**src/rtl/mux_scan_serializer.sv**
```systemverilog
// rtl/mux_scan_serializer.sv - 8-bit word serializer driving an external 8:1 mux (optional parity: SCAN_PARITY_EN)
module mux_scan_serializer #(
    parameter bit LSB_FIRST = 1'b1
) (
    input  logic       clk,
    input  logic       rst,
    input  logic [7:0] in_data,
    input  logic       in_valid,
    output logic       in_ready,
    output logic [7:0] mux_i,
    output logic [2:0] mux_s,
    input  logic       mux_y,
    output logic       ser_data,
    output logic       ser_valid,
    output logic       ser_last,
    input  logic       ser_ready,
    output logic       busy
);

`ifdef SCAN_PARITY_EN
    typedef enum logic [1:0] {
        IDLE   = 2'd0,
        SHIFT  = 2'd1,
        PARITY = 2'd2
    } state_t;
`else
    typedef enum logic [1:0] {
        IDLE   = 2'd0,
        SHIFT  = 2'd1
    } state_t;
`endif

    // First and final select index of a word, fixed by the scan direction.
    localparam logic [2:0] IDX_FIRST = LSB_FIRST ? 3'd0 : 3'd7;
    localparam logic [2:0] IDX_LAST  = LSB_FIRST ? 3'd7 : 3'd0;

    state_t     state_q, state_d;
    logic [7:0] hold_q, hold_d;
    logic [2:0] idx_q, idx_d;

    assign mux_i = hold_q;
    assign mux_s = idx_q;

    // Next-state and output decode; the index only moves on an accepted bit.
    always_comb begin
        state_d   = state_q;
        hold_d    = hold_q;
        idx_d     = idx_q;
        in_ready  = 1'b0;
        ser_valid = 1'b0;
        ser_last  = 1'b0;
        ser_data  = 1'b0;
        busy      = 1'b1;
        case (state_q)
            IDLE: begin
                in_ready = 1'b1;
                busy     = 1'b0;
                if (in_valid) begin
                    hold_d  = in_data;
                    idx_d   = IDX_FIRST;
                    state_d = SHIFT;
                end
            end
            SHIFT: begin
                ser_valid = 1'b1;
                ser_data  = mux_y;
`ifdef SCAN_PARITY_EN
                ser_last  = 1'b0;
`else
                ser_last  = (idx_q == IDX_LAST);
`endif
                if (ser_ready) begin
                    if (idx_q == IDX_LAST) begin
`ifdef SCAN_PARITY_EN
                        state_d = PARITY;
`else
                        state_d = IDLE;
`endif
                    end else if (LSB_FIRST) begin
                        idx_d = idx_q + 3'd1;
                    end else begin
                        idx_d = idx_q - 3'd1;
                    end
                end
            end
`ifdef SCAN_PARITY_EN
            PARITY: begin
                ser_valid = 1'b1;
                ser_data  = ^hold_q;
                ser_last  = 1'b1;
                if (ser_ready) begin
                    state_d = IDLE;
                end
            end
`endif
            default: begin
                state_d = IDLE;
            end
        endcase
    end

    // State, hold and index registers with synchronous reset taking priority.
    always_ff @(posedge clk) begin
        if (rst) begin
            state_q <= IDLE;
            hold_q  <= 8'h00;
            idx_q   <= 3'd0;
        end else begin
            state_q <= state_d;
            hold_q  <= hold_d;
            idx_q   <= idx_d;
        end
    end

endmodule

```
**config.mk**
```make
export PLATFORM = sky130hd
export DESIGN_NAME = mux_scan_serializer
export DESIGN_NICKNAME = d
export VERILOG_FILES = /design/src/rtl/mux_scan_serializer.sv
export SDC_FILE = /design/constraint.sdc
export NUM_CORES = 1
export LEC_CHECK = 0
export ABC_AREA = 1
export BUFFER_PORTS_ARGS = -buffer_cell sky130_fd_sc_hd__buf_2
export CORE_UTILIZATION = 30
export CTS_CLUSTER_DIAMETER = 30
export DETAILED_ROUTE_END_ITERATION = 10
export PLACE_DENSITY = 0.6
export REMOVE_ABC_BUFFERS = 1
export SLEW_MARGIN = 20
export SYNTH_ARGS = -nofsm -noshare
export SYNTH_HDL_FRONTEND = slang
export SYNTH_SLANG_ARGS = --single-unit
```
**constraint.sdc**
```tcl
create_clock -name clk -period 1.17 [get_ports clk]
set_input_delay 0.234 -clock clk [delete_from_list [all_inputs] [get_ports clk]]
set_output_delay 0.234 -clock clk [all_outputs]
set_load 0.02 [all_outputs]
```
==> impl_metrics.csv <==
group,metric,value,unit
pwr,power.density,1294,nW/um^2
global_routing,grt_pass1_wl,1863,um
clock_network,clock_path_buffers,2,
timing,timing.final.ws_setup,-0.2184,ns
pwr,vdd_drop_max,462.1,uV
route,met2WireLength,532,um
critical_path,end_kind,"primary output",
timing,slew_violations,0,
route,highest_layer,"met4",
logic_synthesis,synth.distinct_cells,13,
finish,final_cell_mix,"26 x buf_2, 20 x nor2_1, 9 x o21ai_0",
clock_network,cts_inserted_buffers,3,
timing,finalHoldViolations,0,
floorplanning,die_x,43.20,um
critical_path,crit_required,0.94,ns
pwr,power.total,1.015,mW
timing,rsz0062_at_grt,"true",
timing,timing.final.crit_share,118.7,%
clock_network,clockRootBuffer,"clkbuf_4",
global_routing,antenna_found_initial,0,
route,wl_per_cell,10.42,um
route,route.met3.wl,117,um
finish,nets,119,
global_routing,grt_overflow_total,0,
timing,period_minus_slack,1.388,ns
outcome,status,"complete, but fails checks",
floorplanning,die-area,1866,um^2
logic_synthesis,netlist_instances,68,
critical_path,start_kind,"flop",
floorplanning,core-area,1541,um^2
timing,max-slew-margin-rel,79.49,%
route,drtAntennaViolNets,0,
global_routing,grt_pass1_vias,444,
min_path,hp-class,"in2reg",
route,drc_errors,0,
logic_synthesis,synth.largest_area_cell,"dfxtp_1",
clock_network,clock_sinks,12,
flow_run,maxCapViolations,0,
timing,setup_viol,1,
logic_synthesis,ys_seq_elements,12,
logic_synthesis,netlist_top_cells_area,"dfxtp_1 47%, nor2_1 15%, o21ai_0 8.8%, nand2_1 6.6%, ha_1 4.9%",
timing,whs,0.1433,ns
logic_synthesis,synth_area,509.2,um^2
timing,worstMarginPinSlew,0.3073,ns
logic_synthesis,ys_seq_area_share,47.17,%
place,gp_congestion,0.6612,
place,dp_hpwl,793.2,um
critical_path,worstPathArrival,1.15,ns
route,wl,1240,um
logic_synthesis,synth_top_area_share,47.17,%
clock_network,cts.clk_slew.worst_paths,0.08,ns
route,drt_first_pass_iters,4,
floorplanning,die_h,43.20,um
route,vias,554,
place,port_buffers,28,
floorplanning,io_pins,29,
finish,drive_gt1_share,48.54,%
global_routing,track_usage,13.48,%
logic_synthesis,syn_avg_cell_area,7.489,um^2
pwr,p_leak,0.4230,nW
finish,syn2layout_area_growth,54.05,%
floorplanning,rows,14,
finish,layout_commonest_cell,"buf_2",
critical_path,r2r_setup_slack,0.02,ns
critical_path,critPathMaxFanout,2,
finish,diodes,0,
logic_synthesis,yosys_warnings,0,
timing,max_freq,720.3,MHz
clock_network,clock_latency,0.27,ns
route,drt_iter0_drc,6,
timing,finalClockSkew,0.006347,ns
global_routing,grt_max_degree,13,
route,vias_per_cell,4.655,
route,drt-met1-wl,572,um
critical_path,criticalPathCategory,"reg2out",
clock_network,htreeDepth,1,
floorplanning,floorplan.initialDensity,33.04,%
clock_network,tritoncts,"built",
outcome,violations,"setup timing",
[synth_stat cells]
cell       n
inv_1      4
nand2_1    9
buf_4      1
clkbuf_4   1
o21ai_0    9
nand3_1    2
a21oi_1    3
dfxtp_1   12
o21ai_1    1
nand2_4    2
inv_2      2
ha_1       2
nor2_1    20
[sequential cells by signal, indices dropped and copies added (netlist names)]
| signal | count |
|---|---|
| mux_s | 3 |
| mux_i | 8 |
| state_q | 1 |
[worst max-delay path: stages (launching register included)]
cell	delay [ns]
dfxtp_2	0.34
ha_4	0.16
ha_4	0.16
nand2_2	0.06
inv_2	0.04
buf_6	0.12
[what timing repair did]
item,4_1_cts,5_1_grt
gates resized for setup,13,3
pin swaps,3,2
hold buffers,0,0
setup buffers,3,1
setup endpoints to repair,8,6
[path summary, 6_finish.rpt]
| kind | from | endpoint | cells past startpoint |
|---|---|---|---|
| setup reg to reg | mux_s[1] | mux_s[2] | 6 |
| setup / recovery | mux_s[1] | ser_last | 5 |
| hold reg to reg | mux_i[7] | mux_i[7] | 2 |
| hold / removal | ser_ready | state_q[0] | 2 |
[power breakdown]
part           internal [mW]  total, mW  switching (mW)
registers              0.442      0.465          0.0227
logic                 0.0892      0.222           0.133
clock network          0.189      0.328           0.139
total                  0.720       1.02           0.295
[kinds of logic (layout without fill, tap and decap cells)]
logic type	after synthesis	after routing	synth area share, %
fa+ha+maj	2	2	4.913
simple gates	33	33	27.76
flops	12	12	47.17
buf+inv	8	43	7.372
compound gates	13	13	12.77
[stage by stage]
| step | worst slack [ns] | setup TNS (ns) | util, % | cell area (um^2) | cells |
|---|---|---|---|---|---|
| floorplan | -0.1638 | -1.474 | - | 494.2 | 66 |
| global placement | -0.009801 | -0.009801 | 44.40 | 684.4 | 114 |
| global route | -0.2494 | -0.2593 | 50.89 | 784.5 | 119 |
| finish | -0.2184 | -0.2184 | 50.89 | 784.5 | 119 |
| CTS | -0.2111 | -0.2111 | 50.08 | 772.0 | 119 |
| detailed placement | -0.02381 | -0.03558 | 44.40 | 684.4 | 114 |
[layer usage]
layer / track usage [%] / up-vias
li1: - / 284
met1: 16.62 / 241
met2: 20.60 / 25
met3: 4.255 / 4
met4: 7.273 / 0
met5: 0 / -
[layout make-up]
cell class / count / area, um^2
Fill cell: 167 / 757.0
Multi-Input combinational cell: 48 / 266.5
Sequential cell: 12 / 247.7
Timing Repair Buffer: 33 / 191.4
Clock buffer: 4 / 36.28
Inverter: 6 / 22.52
Tap cell: 16 / 20.02
Note: power is estimated with default switching activity, not from simulation.
